**config.mk**
```make
export PLATFORM = sky130hd
export DESIGN_NAME = mem_arbiter
export DESIGN_NICKNAME = d
export VERILOG_FILES = /design/src/rtl/mem_arbiter.sv
export SDC_FILE = /design/constraint.sdc
export NUM_CORES = 1
export LEC_CHECK = 0
export ABC_AREA = 1
export BUFFER_PORTS_ARGS = -buffer_cell sky130_fd_sc_hd__buf_4
export CAP_MARGIN = 20
export CORE_AREA = 2 2 109 111
export CTS_BUF_LIST = sky130_fd_sc_hd__clkbuf_16
export DETAILED_ROUTE_END_ITERATION = 12
export DIE_AREA = 0 0 111 113
export PLACE_DENSITY = 0.72
export SYNTH_ARGS = -nofsm -noshare
export SYNTH_HDL_FRONTEND = slang
export SYNTH_SLANG_ARGS = --single-unit
```
**constraint.sdc**
```tcl
create_clock -name clk_i -period 2.4 [get_ports clk_i]
set_input_delay 0.72 -clock clk_i [delete_from_list [all_inputs] [get_ports clk_i]]
set_output_delay 0.72 -clock clk_i [all_outputs]
set_load 0.01 [all_outputs]
```
**src/rtl/mem_arbiter.sv**
```systemverilog
// ---------------------------------------------------------------------------
// mem_arbiter
//
// Shares one single-port memory between the instruction-fetch (IF) port and
// the load/store unit (LSU) port. Only one transaction is outstanding at a
// time. Simultaneous requests are resolved round-robin. All memory-side
// outputs come from registers. Grants and responses are combinational.
//
// Ports
//   clk_i, rst_i          clock, synchronous active-high reset
//   if_req_i/if_addr_i    IF read request (held until if_gnt_o)
//   if_gnt_o              IF request accepted (one-cycle pulse)
//   if_rvalid_o/rdata_o   IF response (rdata is 0 when rvalid is low)
//   lsu_req_i/we/be/addr/wdata  LSU request and attributes
//   lsu_gnt_o             LSU request accepted (one-cycle pulse)
//   lsu_rvalid_o/rdata_o  LSU response (also pulses for writes)
//   mem_req_o, mem_we_o, mem_be_o, mem_addr_o, mem_wdata_o
//                         registered memory request, held until mem_gnt_i
//   mem_gnt_i             memory accepts the request this cycle
//   mem_rvalid_i/rdata_i  memory response
// ---------------------------------------------------------------------------
module mem_arbiter #(
    parameter int XLEN = 32
) (
    input  logic            clk_i,
    input  logic            rst_i,

    input  logic            if_req_i,
    input  logic [XLEN-1:0] if_addr_i,
    output logic            if_gnt_o,
    output logic            if_rvalid_o,
    output logic [XLEN-1:0] if_rdata_o,

    input  logic            lsu_req_i,
    input  logic            lsu_we_i,
    input  logic [3:0]      lsu_be_i,
    input  logic [XLEN-1:0] lsu_addr_i,
    input  logic [XLEN-1:0] lsu_wdata_i,
    output logic            lsu_gnt_o,
    output logic            lsu_rvalid_o,
    output logic [XLEN-1:0] lsu_rdata_o,

    output logic            mem_req_o,
    output logic            mem_we_o,
    output logic [3:0]      mem_be_o,
    output logic [XLEN-1:0] mem_addr_o,
    output logic [XLEN-1:0] mem_wdata_o,
    input  logic            mem_gnt_i,
    input  logic            mem_rvalid_i,
    input  logic [XLEN-1:0] mem_rdata_i
);

    typedef enum logic [1:0] {
        ST_IDLE = 2'd0,
        ST_REQ  = 2'd1,
        ST_RSP  = 2'd2
    } state_e;

    // Requester identity, used for both the owner and the last-served pointer.
    localparam logic OWN_IF  = 1'b0;
    localparam logic OWN_LSU = 1'b1;

    state_e          state_q, state_d;
    logic            owner_q, owner_d;
    logic            last_q,  last_d;
    logic            mem_req_q,   mem_req_d;
    logic            mem_we_q,    mem_we_d;
    logic [3:0]      mem_be_q,    mem_be_d;
    logic [XLEN-1:0] mem_addr_q,  mem_addr_d;
    logic [XLEN-1:0] mem_wdata_q, mem_wdata_d;

    logic            pick_lsu;
    logic            if_gnt, lsu_gnt;
    logic            if_rvalid, lsu_rvalid;
    logic [XLEN-1:0] if_rdata, lsu_rdata;

    // LSU wins when it is alone, or on a tie when IF was served last.
    assign pick_lsu = lsu_req_i && (!if_req_i || (last_q == OWN_IF));

    always_ff @(posedge clk_i) begin
        if (rst_i) begin
            state_q     <= ST_IDLE;
            owner_q     <= OWN_IF;
            last_q      <= OWN_IF;
            mem_req_q   <= 1'b0;
            mem_we_q    <= 1'b0;
            mem_be_q    <= 4'h0;
            mem_addr_q  <= '0;
            mem_wdata_q <= '0;
        end else begin
            state_q     <= state_d;
            owner_q     <= owner_d;
            last_q      <= last_d;
            mem_req_q   <= mem_req_d;
            mem_we_q    <= mem_we_d;
            mem_be_q    <= mem_be_d;
            mem_addr_q  <= mem_addr_d;
            mem_wdata_q <= mem_wdata_d;
        end
    end

    always_comb begin
        state_d     = state_q;
        owner_d     = owner_q;
        last_d      = last_q;
        mem_req_d   = mem_req_q;
        mem_we_d    = mem_we_q;
        mem_be_d    = mem_be_q;
        mem_addr_d  = mem_addr_q;
        mem_wdata_d = mem_wdata_q;
        if_gnt      = 1'b0;
        lsu_gnt     = 1'b0;
        if_rvalid   = 1'b0;
        lsu_rvalid  = 1'b0;
        if_rdata    = '0;
        lsu_rdata   = '0;

        unique case (state_q)
            ST_IDLE: begin
                // Grants are suppressed while reset is asserted so that a
                // request held across reset is never accepted and then lost.
                if (!rst_i && (if_req_i || lsu_req_i)) begin
                    state_d   = ST_REQ;
                    mem_req_d = 1'b1;
                    owner_d   = pick_lsu;
                    last_d    = pick_lsu;
                    if (pick_lsu) begin
                        lsu_gnt     = 1'b1;
                        mem_we_d    = lsu_we_i;
                        mem_be_d    = lsu_be_i;
                        mem_addr_d  = lsu_addr_i;
                        mem_wdata_d = lsu_wdata_i;
                    end else begin
                        // Fetches are always full-word reads.
                        if_gnt      = 1'b1;
                        mem_we_d    = 1'b0;
                        mem_be_d    = 4'hF;
                        mem_addr_d  = if_addr_i;
                        mem_wdata_d = '0;
                    end
                end
            end

            ST_REQ: begin
                if (mem_gnt_i) begin
                    state_d   = ST_RSP;
                    mem_req_d = 1'b0;
                end
            end

            ST_RSP: begin
                // Read data is forwarded unchanged for writes as well; the
                // LSU simply ignores it.
                if (!rst_i && mem_rvalid_i) begin
                    state_d = ST_IDLE;
                    if (owner_q == OWN_LSU) begin
                        lsu_rvalid = 1'b1;
                        lsu_rdata  = mem_rdata_i;
                    end else begin
                        if_rvalid  = 1'b1;
                        if_rdata   = mem_rdata_i;
                    end
                end
            end

            default: begin
                state_d   = ST_IDLE;
                mem_req_d = 1'b0;
            end
        endcase
    end

    assign if_gnt_o     = if_gnt;
    assign lsu_gnt_o    = lsu_gnt;
    assign if_rvalid_o  = if_rvalid;
    assign lsu_rvalid_o = lsu_rvalid;
    assign if_rdata_o   = if_rdata;
    assign lsu_rdata_o  = lsu_rdata;

    assign mem_req_o    = mem_req_q;
    assign mem_we_o     = mem_we_q;
    assign mem_be_o     = mem_be_q;
    assign mem_addr_o   = mem_addr_q;
    assign mem_wdata_o  = mem_wdata_q;

endmodule

```
Yosys cells after proc, flatten, opt, wreduce, memory -nomap -nowiden --
Cells that the tools add are included.
Word-level totals: ROM bits 0, logic and storage cells 54, memories kept 0, memory bits (writable) 0, flip-flop bits (word level) 73, input port bits 139, latch bits 0
Cells by class: multiplexer cells 29, divide/modulo/power cells 0, shift operators 0, multipliers 0, add/sub/neg operators 0, magnitude comparators 0, reduce and logical (&&, ||, !) cells 11, bitwise gates (word level) 2, eq/ne operators 5
Operators with widths (count):
- 2-to-1 mux 32 bit | 8
- 2-to-1 mux 1 bit | 15
- 2-to-1 mux 2 bit | 3
- inequality test 2 bit, second input constant | 3
- one-hot mux 2 bit (3 select lines) | 1
- AND reduction 3 bit | 2
- 2-to-1 mux 4 bit | 1
- logical AND 1 bit | 3
- one-hot mux 1 bit (3 select lines) | 1
- equality test 2 x 1 -> 1 bit, second input constant | 1
- equality test 2 bit, second input constant | 1
- zero test 1 bit | 2
- zero test 2 bit | 1
- logical OR 1 bit | 2
- inverter 1 bit | 2
- AND reduction 2 bit | 1

Depth between registers and ports, before layout --
Gate-level depths: netlist of run 1.
word-level depth 6, gate-level depth with buffers 8

Worst setup path after synthesis of run 1 --
Ideal clock, no wire load.
path kind input to output, start point input lsu_req_i, end point output if_gnt_o, cell stages on the path 7, path buffers 3, data arrival time 1.524 ns, path slack 0.156 ns, path through buf_4 -> inv_2 -> nand2_1 -> nand3_2 -> buf_6 -> buf_2 -> a21oi_1
On the way: cells in the longest elaborated chain, start to end 4, elaborated cells between the ends (all ways) 6
RTL lines:
- start, declared | RTL line 34 | input logic lsu_req_i,
- logical AND 1 bit / logical OR 1 bit (equally long branches) | RTL line 78, 122
- 2-to-1 mux 1 bit / logical AND 1 bit (equally long branches) | RTL line 127, 122
- 2-to-1 mux 1 bit * | RTL line 122 | if (!rst_i && (if_req_i || lsu_req_i)) begin
- 2-to-1 mux 1 bit * | RTL line 118 | unique case (state_q)
- end, declared | RTL line 30 | output logic if_gnt_o,
Mark *: on every way between the ends. The rest lies on a longest branch, timed or not.

Worst setup path in the final report of run 1 --
start point input rst_i, end point output if_rdata_o[6]
On the way: cells in the longest elaborated chain, start to end 4
RTL lines:
- start, declared | RTL line 26 | input logic rst_i,
- zero test 1 bit | RTL line 154 | if (!rst_i && mem_rvalid_i) begin
- logical AND 1 bit | RTL line 154
- 2-to-1 mux 32 bit | RTL line 154
- 2-to-1 mux 32 bit | RTL line 118
- end, declared | RTL line 32 | output logic [XLEN-1:0] if_rdata_o,
Every way passes these cells.

==> results.yml, run 1 <==
worst_setup_path:
  crit_type: "input port to output port"
  cp-end-kind: "output port"
  worst-path-max-fanout: 33
  cp-start-kind: "input port"
  required_ns: 1.68
  arrival_ns: 1.60
  rr_worst_depth: 7
  reg2reg_slack_ns: 1.06
layout:
  syn_to_final_growth_pct: 65.68
  nNetsFinal: 1021
  fillerInstances: 1138
  final_core_util_pct: 55.89
  layout_commonest_cell: "buf_4"
  multi_input_area_um2: 1774
  drive_above_1_share_pct: 35.51
  fin_area_um2: 6300
  layout_common_cells: "buf_4 (287), nand2_1 (211), nor2_1 (99)"
  seqCellArea_um2: 1461
power_and_ir_drop:
  p_clk_share_pct: 41.4
  p_sw_share_pct: 25.81
  leakagePower_nw: 3.465
  p_switching_mw: 0.9324
  power_frac_comb_pct: 21.6
  internal_power_mw: 2.681
  ir_drop_uv: 430.0
  sequentialPowerShare_pct: 37.0
  pwr_density_cell_nw_per_um2: 573.5
sta:
  fmaxAchievable_ghz: 0.4306
  setup_viol: 0
  skew_ns: 0.004079
  maxSlewHeadroom_pct: 50.82
  final_max_slew_viol_count: 0
  rsz0062_at_grt: "no"
  hold_viol_final: 0
  hold-worst-slack_ns: 0.4628
  worstMarginPinSlew_ns: 0.7377
  fin_setup_tns_ns: 0
  post-route-min-period_ns: 2.322
  period_share_pct: 96.77
logic_synthesis:
  ys_seq_area_share_pct: 38.43
  syn_area_per_cell_um2: 6.103
  synth_top_area_share_pct: 38.43
  synth_cell_types: 19
  ys_ff_latch: 73
  syn-cell-area_um2: 3802
  synth_nets: 762
  synthTopCellsByArea: "dfxtp_1 (38%), nand2_1 (21%), nor2_1 (9.8%), a21oi_1 (8.8%), inv_1 (7.7%)"
  yosys_warnings: 0
  post-synth-top-area-cell: "dfxtp_1"
  syn_inst: 623
placed_design:
  dpl_cell_area_um2: 5958
  port_buffers: 276
  dp_hpwl_um: 10190
  gp_congestion: 0.8600
die:
  rows: 39
  chipHeight_um: 113
  initial_core_util_pct: 33.73
  die-width_um: 111
  core_um2: 11270
  dieArea_um2: 12540
  ioPinCount: 277
clock_tree:
  clockBufferDepth: 2
  htreeDepth: 3
  clk_latency_ns: 0.33
  post-cts-setup-buffers: 0
  cts_resized: 0
  cts_inserted_buffers: 9
  cts.sinks: 73
  clkSlewWorstSetupHoldPaths_ns: 0.05
  clockRootBuffer: "clkbuf_16"
  hold_buffers: 0
  cts_tree: "built"
global_routing:
  grt_first_pass_wirelength_um: 21640
  groute.usage.overall_pct: 21.29
  grt_max_degree: 69
  grt_overflow: 0
  grt_pass1_vias: 4368
  antenna_found_initial: 2
routing:
  vias: 4601
  routed_via_density: 4.458
  drc: 0
  final_antenna_net_count: 0
  wire_per_inst_um: 13.13
  routed_wl_um: 13550
  first_pass_iters: 4
  drt_iter0_markers: 202
status:
  status: "completed"
hold_path:
  worst_hold_path.num_cells: 2
  holdCritPathClass: "flop to flop"
flow_run:
  cap_viol_max_count: 0
[path summary, 6_finish.rpt]
kind                  startpoint             end
hold reg to reg   mem_addr_o[10]  mem_addr_o[10]
hold / removal    mem_addr_o[10]  mem_addr_o[10]
setup reg to reg          last_q  mem_addr_o[12]
setup / recovery           rst_i   if_rdata_o[6]
[final cells by class]
cell class / instances / share of cell area [%]
tap: 143 / 2.840
multi-input combinational: 426 / 28.16
antenna: 2 / 0.07944
sequential: 73 / 23.20
inverter: 81 / 4.906
timing repair buffer: 291 / 35.47
clock buffer: 9 / 3.575
clock inverter: 7 / 1.768
[routing by layer]
metal  share of wire [%]  global-route usage, %  up-vias  wire (um)
met5                   0                      0        -          0
met4                 3.7                  10.17        0        496
met2                  50                  38.04      181       6769
met3                 8.2                  7.338       26       1118
met1                  38                  22.58     2002       5169
li1                    -                      -     2392          -
[power by group through the flow]
stage	Sequential [mW]	Clock, mW	Combinational (mW)
after CTS	1.34	1.54	0.792
after floorplan	1.39	0	0.368
after detailed placement	1.36	0	0.790
after global placement	1.36	0	0.786
final	1.34	1.50	0.779
after global routing	1.35	1.61	0.866
[synth_stat cells (all sizes together)]
cell type	instances
dfxtp	73
a21boi	4
inv	81
o21ai	3
nand2	213
nor2	102
a21oi	67
clkbuf	9
buf	34
nand3	37
[critical path, stage by stage]
cell and delay (ns):
buf_4 0.13, inv_6 0.04, nand2_1 0.05, inv_1 0.07
nand3_1 0.13, buf_12 0.20, nor2_1 0.12, buf_4 0.14
[metrics by stage]
step                      total power, mW  cells  worst slack, ns
final                               3.613   1032          0.07759
after global routing                3.823   1032         0.009796
after CTS                           3.674   1030          0.09900
after detailed placement            2.153   1014           0.1008
after global placement              2.146   1014           0.1082
after floorplan                     1.763    623           0.1561
[logic make-up (layout without fill, tap and decap cells)]
kind of cell / count (synthesis) / in the layout / share of synthesized area (%)
AO/OA/AOI/OAI: 74 / 74 / 10.10
flip-flops: 73 / 73 / 38.43
AND/OR/NAND/NOR: 352 / 352 / 36.43
buffers and inverters: 124 / 388 / 15.04
other: 0 / 2 / 0
[state kept, by name, indices dropped and copies added, names as in the netlist]
| signal | count |
|---|---|
| state_q | 2 |
| last_q | 1 |
| mem_req_o | 1 |
| mem_wdata_o | 32 |
| mem_be_o | 4 |
| mem_we_o | 1 |
| mem_addr_o | 32 |
No activity file was read; power rests on OpenSTA's default activity.
==> run 2, diff against run 1 <==
--- a/config.mk
+++ b/config.mk
@@ -5,13 +5,12 @@
 export SDC_FILE = /design/constraint.sdc
 export NUM_CORES = 1
 export LEC_CHECK = 0
-export ABC_AREA = 1
 export BUFFER_PORTS_ARGS = -buffer_cell sky130_fd_sc_hd__buf_4
 export CAP_MARGIN = 20
-export CORE_AREA = 2 2 109 111
+export CORE_AREA = 2 2 108 110
 export CTS_BUF_LIST = sky130_fd_sc_hd__clkbuf_16
 export DETAILED_ROUTE_END_ITERATION = 12
-export DIE_AREA = 0 0 111 113
+export DIE_AREA = 0 0 110 112
 export PLACE_DENSITY = 0.72
 export SYNTH_ARGS = -nofsm -noshare
 export SYNTH_HDL_FRONTEND = slang
==> run 2 against run 1 <==
  * The flow now finishes with violations (setup timing)
  * Cell count is 17% lower
  * Setup slack worse by 0.086 ns
  * Global-route usage increased by 0.24 points
  * Hold slack improved by 0.0080 ns
  * Via count decreased by 4.2%
  * Critical path type unchanged
  * Critical endpoint is now lsu_rdata_o[6]
  * Largest power group is now registers
==> results.yml, run 2 <==
routing:
  drc: 0
  vias: 4407
  drt_iter0_markers: 311
  wire_per_inst_um: 16.55
  final_antenna_net_count: 0
  routed_via_density: 5.124
  first_pass_iters: 5
  routed_wl_um: 14230
clock_tree:
  clockBufferDepth: 2
  cts.sinks: 73
  clkSlewWorstSetupHoldPaths_ns: 0.05
  clockRootBuffer: "clkbuf_16"
  hold_buffers: 0
  cts_tree: "built"
  cts_inserted_buffers: 9
  htreeDepth: 3
  clk_latency_ns: 0.32
sta:
  rsz0062_at_grt: "yes"
  post-route-min-period_ns: 2.409
  maxSlewHeadroom_pct: 65.52
  period_share_pct: 100.4
  fmaxAchievable_ghz: 0.4152
  final_max_slew_viol_count: 0
  skew_ns: 0.008461
  hold-worst-slack_ns: 0.4708
  hold_viol_final: 0
  worstMarginPinSlew_ns: 0.5172
  setup_viol: 2
  fin_ws_ns: -0.008534
logic_synthesis:
  synth_nets: 594
  post-synth-top-area-cell: "dfxtp_1"
  ys_ff_latch: 73
  synth_cell_types: 29
  yosysMostFrequentCell: "dfxtp_1"
  ys_seq_area_share_pct: 39.99
  synthArstFlopShare_pct: 0
  synth_edf_count: 0
  yosys_warnings: 0
  synthTopCellsByArea: "dfxtp_1 (40%), and2_1 (11%), a21oi_1 (9.7%), a311oi_1 (7.7%), nand2_1 (6.8%)"
  syn_inst: 455
  syn_area_per_cell_um2: 8.032
  synth_commonest_cells: "dfxtp_1 (73), a21oi_1 (71), nand2_1 (66)"
  synth_top_area_share_pct: 39.99
  syn-cell-area_um2: 3655
  synth_ff_type: "dfxtp_1"
die:
  dieArea_um2: 12320
  ioPinCount: 277
  rows: 39
  initial_core_util_pct: 32.71
  chipHeight_um: 112
  core_um2: 11170
  die-width_um: 110
layout:
  layout_commonest_cell: "buf_4"
  nNetsFinal: 853
  finalNonFillerCells: 860
  syn_to_final_growth_pct: 71.79
  fillerInstances: 1017
  drive_above_1_share_pct: 47.42
  layout_common_cells: "buf_4 (285), dfxtp_1 (72), a21oi_1 (71)"
  seqCellArea_um2: 1463
  multi_input_area_um2: 1969
  diodes: 0
global_routing:
  grt_first_pass_wirelength_um: 21200
  antenna_found_initial: 0
  groute.usage.overall_pct: 21.53
  grt_max_degree: 50
  grt_pass1_vias: 4140
  grt_overflow: 0
worst_setup_path:
  path_cells: "buf_8 > nand2_4 > nor4b_4 > buf_6 > clkbuf_16 > and2_1 > buf_4"
  r2r-start: "state_q[0]"
  cp-end-kind: "output port"
  arrival_ns: 1.69
  cp-start-kind: "input port"
  worst-path-max-fanout: 16
  crit_type: "input port to output port"
  cp-startpoint: "mem_rvalid_i"
  cp_slowest_cell: "nor4b_4"
  critPathMaxStageDelay_ns: 0.22
  required_ns: 1.68
placed_design:
  place_ws_ns: 0.003112
  dp_hpwl_um: 10370
  dp_cells: 842
  gp_congestion: 0.8602
  port_buffers: 276
power_and_ir_drop:
  leakagePower_nw: 2.891
  pwr_density_cell_nw_per_um2: 541.8
  power_mw: 3.402
  ir_drop_uv: 461.3
flow_run:
  cap_viol_max_count: 0
hold_path:
  holdCritPathClass: "flop to flop"
  hold_start: "mem_be_o[0]"
status:
  status: "complete, but fails checks"
  violations: "setup timing"
==> run 2: through the flow <==
stage | utilization, % | instance area (um2) | TNS [ns]
after global routing | 56.19 | 6279 | -0.4050
after CTS | 54.79 | 6122 | 0
after detailed placement | 52.22 | 5836 | 0
after global placement | 52.22 | 5836 | 0
after floorplan | - | 3655 | 0
final | 56.19 | 6279 | -0.009452
==> run 2: worst paths after layout <==
| kind | endpoint | slack (ns) | cells after the start |
|---|---|---|---|
| setup / recovery | lsu_rdata_o[6] | -0.009 | 7 |
| hold reg to reg | mem_be_o[0] | 0.47 | 2 |
| setup reg to reg | mem_addr_o[18] | 0.68 | 5 |
| hold / removal | mem_be_o[0] | 0.47 | 2 |
==> run 2: layer usage <==
| metal | GRT usage [%] | part of all wire (%) | vias up |
|---|---|---|---|
| met4 | 5.232 | 0.72 | 0 |
| met2 | 36.24 | 50 | 207 |
| met5 | 0 | 0 | - |
| li1 | - | - | 2133 |
| met3 | 6.733 | 9.5 | 9 |
| met1 | 26.51 | 40 | 2058 |
==> run 2: cell type report <==
class / count / share of cell area [%]
Clock buffer: 9 / 3.587
Clock inverter: 5 / 0.9366
Inverter: 1 / 0.05978
Multi-Input combinational cell: 329 / 31.37
Sequential cell: 73 / 23.30
Tap cell: 143 / 2.850
Timing Repair Buffer: 300 / 37.90
==> run 2: critical path: cells and delay by family <==
kind | cells | cell delay, ns
buf+inv | 4 | 0.55
simple gates | 3 | 0.41
==> run 2: repair_timing <==
action,in CTS,in global routing
pin swaps,0,0
setup buffers,0,1
gates cloned,0,3
gates resized for setup,1,24
endpoints found under the setup margin,3,32
==> run 2: cell families (layout without fill, tap and decap cells) <==
kind of cell | count (synthesis) | after routing | synth area share (%)
simple gates | 187 | 187 | 28.89
compound gates | 142 | 142 | 23.28
flops | 73 | 73 | 39.99
buf+inv | 53 | 315 | 7.839
==> run 2: power breakdown <==
part,internal [mW],switching (mW),total [mW],leakage [nW]
clock,0.792,0.489,1.28,0.133
combinational,0.384,0.380,0.764,2.16
sequential,1.30,0.0557,1.36,0.599
total,2.48,0.925,3.40,2.89
==> run 3, diff against run 2 <==
--- a/config.mk
+++ b/config.mk
@@ -12,6 +12,7 @@
 export DETAILED_ROUTE_END_ITERATION = 12
 export DIE_AREA = 0 0 110 112
 export PLACE_DENSITY = 0.72
+export RECOVER_POWER = 50
 export SYNTH_ARGS = -nofsm -noshare
 export SYNTH_HDL_FRONTEND = slang
 export SYNTH_SLANG_ARGS = --single-unit
==> run 3 against run 2 <==
  * Combinational power fell by 10%
  * Sequential share of layout area increased by 1.2 points
  * Cell area is 5.1% lower
  * Sequential power about the same
  * Wire length about the same
  * Largest cell class unchanged
  * Critical path depth is the same
  * The run still ends with setup timing left
  * Cell count did not move
==> results.yml, run 3 (synthesis gave the netlist of run 2 again) <==
clock_tree:
  cts.sinks: 73
  clockRootBuffer: "clkbuf_16"
  clkSlewWorstSetupHoldPaths_ns: 0.05
  clockBufferDepth: 2
  cts_inserted_buffers: 9
  cts_tree: "built"
  htreeDepth: 3
  clk_latency_ns: 0.32
worst_setup_path:
  cp_num_buf_inv: 4
  arrival_ns: 1.69
  reg2reg_slack_ns: 0.25
  worst-path-max-fanout: 16
  rr_worst_depth: 5
  cp-end-kind: "output port"
  cp_slowest_cell: "nor4b_4"
  cp-startpoint: "mem_rvalid_i"
  r2r-start: "state_q[0]"
  cp_top_family: "buffers and inverters"
  reg2reg_to: "mem_addr_o[8]"
  path_cells: "buf_8 > nand2_4 > nor4b_4 > buf_6 > clkbuf_16 > and2_1 > buf_4"
  crit_type: "input port to output port"
  required_ns: 1.68
  cp-start-kind: "input port"
  critPathMaxStageDelay_ns: 0.22
global_routing:
  grt_overflow: 0
  grt_first_pass_wirelength_um: 21200
  grt_pass1_vias: 4140
  groute.usage.overall_pct: 21.53
  grt_max_degree: 50
  antenna_found_initial: 1
placed_design:
  dpl_cell_area_um2: 5836
  dp_hpwl_um: 10370
  gp_congestion: 0.8602
  port_buffers: 276
layout:
  layout_commonest_cell: "buf_4"
  drive_above_1_share_pct: 36.82
  nNetsFinal: 853
  fin_area_um2: 5959
  layout_common_cells: "buf_4 (209), clkbuf_1 (72), dfxtp_1 (72)"
  syn_to_final_growth_pct: 63.06
  fillerInstances: 1095
  diodes: 0
power_and_ir_drop:
  leakagePower_nw: 2.584
  power_mw: 3.322
  ir_drop_uv: 460.2
  pwr_density_cell_nw_per_um2: 557.5
hold_path:
  worst_hold_path.num_cells: 2
  holdCritPathClass: "flop to flop"
  hold_start: "mem_be_o[0]"
  hold_path_end: "mem_be_o[0]"
sta:
  skew_ns: 0.007906
  fin_ws_ns: -0.007514
  hold-worst-slack_ns: 0.4684
  worstMarginPinSlew_ns: 1.004
  hold_viol_final: 0
  post-route-min-period_ns: 2.408
  maxSlewHeadroom_pct: 33.07
  rsz0062_at_grt: "yes"
  setup_viol: 1
  period_share_pct: 100.3
  fmaxAchievable_ghz: 0.4154
  final_max_slew_viol_count: 0
routing:
  wl_met1_um: 5803
  wl_met2_um: 6994
  vias: 4411
  first_pass_iters: 5
  routed_wl_um: 14240
  wl_met3_um: 1329
  routed_via_density: 5.129
  drc: 0
  final_antenna_net_count: 0
  top_layer_used: "met5"
  drt_iter0_markers: 294
  wire_per_inst_um: 16.56
die:
  chipHeight_um: 112
  ioPinCount: 277
  core_um2: 11170
  rows: 39
  die-width_um: 110
  initial_core_util_pct: 32.71
  dieArea_um2: 12320
status:
  violations: "setup timing"
  status: "complete, but fails checks"
flow_run:
  cap_viol_max_count: 0
## run 3: changes by cell type in the layout (fill, tap and decap cells not counted)
cell,before,now
buf_12,3,2
buf_4,285,209
clkbuf_1,0,72
clkbuf_2,0,5
nor4_1,0,3
nor4_2,4,1
o21ai_0,7,8
o21ai_1,27,26
or3_1,0,1
or3_4,1,0
## run 3: how the worst max path moves through the flow
stage / slack, ns / depth (start not counted) / end
floorplan: 0.17 / 4 / lsu_rdata_o[10]
finish: -0.008 / 7 / lsu_rdata_o[6]
global route: -0.04 / 7 / lsu_rdata_o[26]
global placement: 0.04 / 6 / lsu_rdata_o[27]
detailed placement: 0.003 / 6 / lsu_rdata_o[24]
CTS: 0.04 / 4 / lsu_rdata_o[17]
## run 3: worst register-to-register path, delay by kind of cell, from the launching register on
kind                   cells  cell delay (ns)
buffers and inverters      2             0.67
DFF                        1             0.39
and+or+nand+nor            2             0.73
AOI/OAI and AO/OA          1             0.19
## run 3: final cells by class
cell class	instances	area [um2]	area share, %
clock buffer	9	225.2	3.779
multi-input combinational	329	1946	32.65
inverter	1	3.754	0.06299
timing repair buffer	300	2085	34.98
sequential	73	1463	24.54
tap	143	178.9	3.002
clock inverter	5	58.81	0.9868
## run 3: repair_timing
item | in CTS | in global routing
pin swaps | 0 | 0
gates resized for setup | 1 | 24
hold buffers | 0 | 0
cloned | 0 | 3
endpoints found under the setup margin | 3 | 32
buffers inserted | 0 | 1
## run 3: stage by stage
stage	worst slack (ns)	TNS [ns]	util, %	std cells
final	-0.007514	-0.007514	53.33	860
after global routing	-0.03635	-0.4050	53.33	860
after CTS	0.03846	0	54.79	856
after detailed placement	0.003112	0	52.22	842
after global placement	0.04485	0	52.22	842
after floorplan	0.1706	0	-	455
## run 3: routing by layer
layer  vias up  GRT usage, %
li1       2136             -
met1      2058         26.51
met2       204         36.24
met3        11         6.733
met4         2         5.232
met5         -             0
## run 3: report_power, final
part	switching [mW]	total, mW	internal [mW]
combinational	0.375	0.685	0.309
clock	0.491	1.28	0.792
sequential	0.0537	1.35	1.30
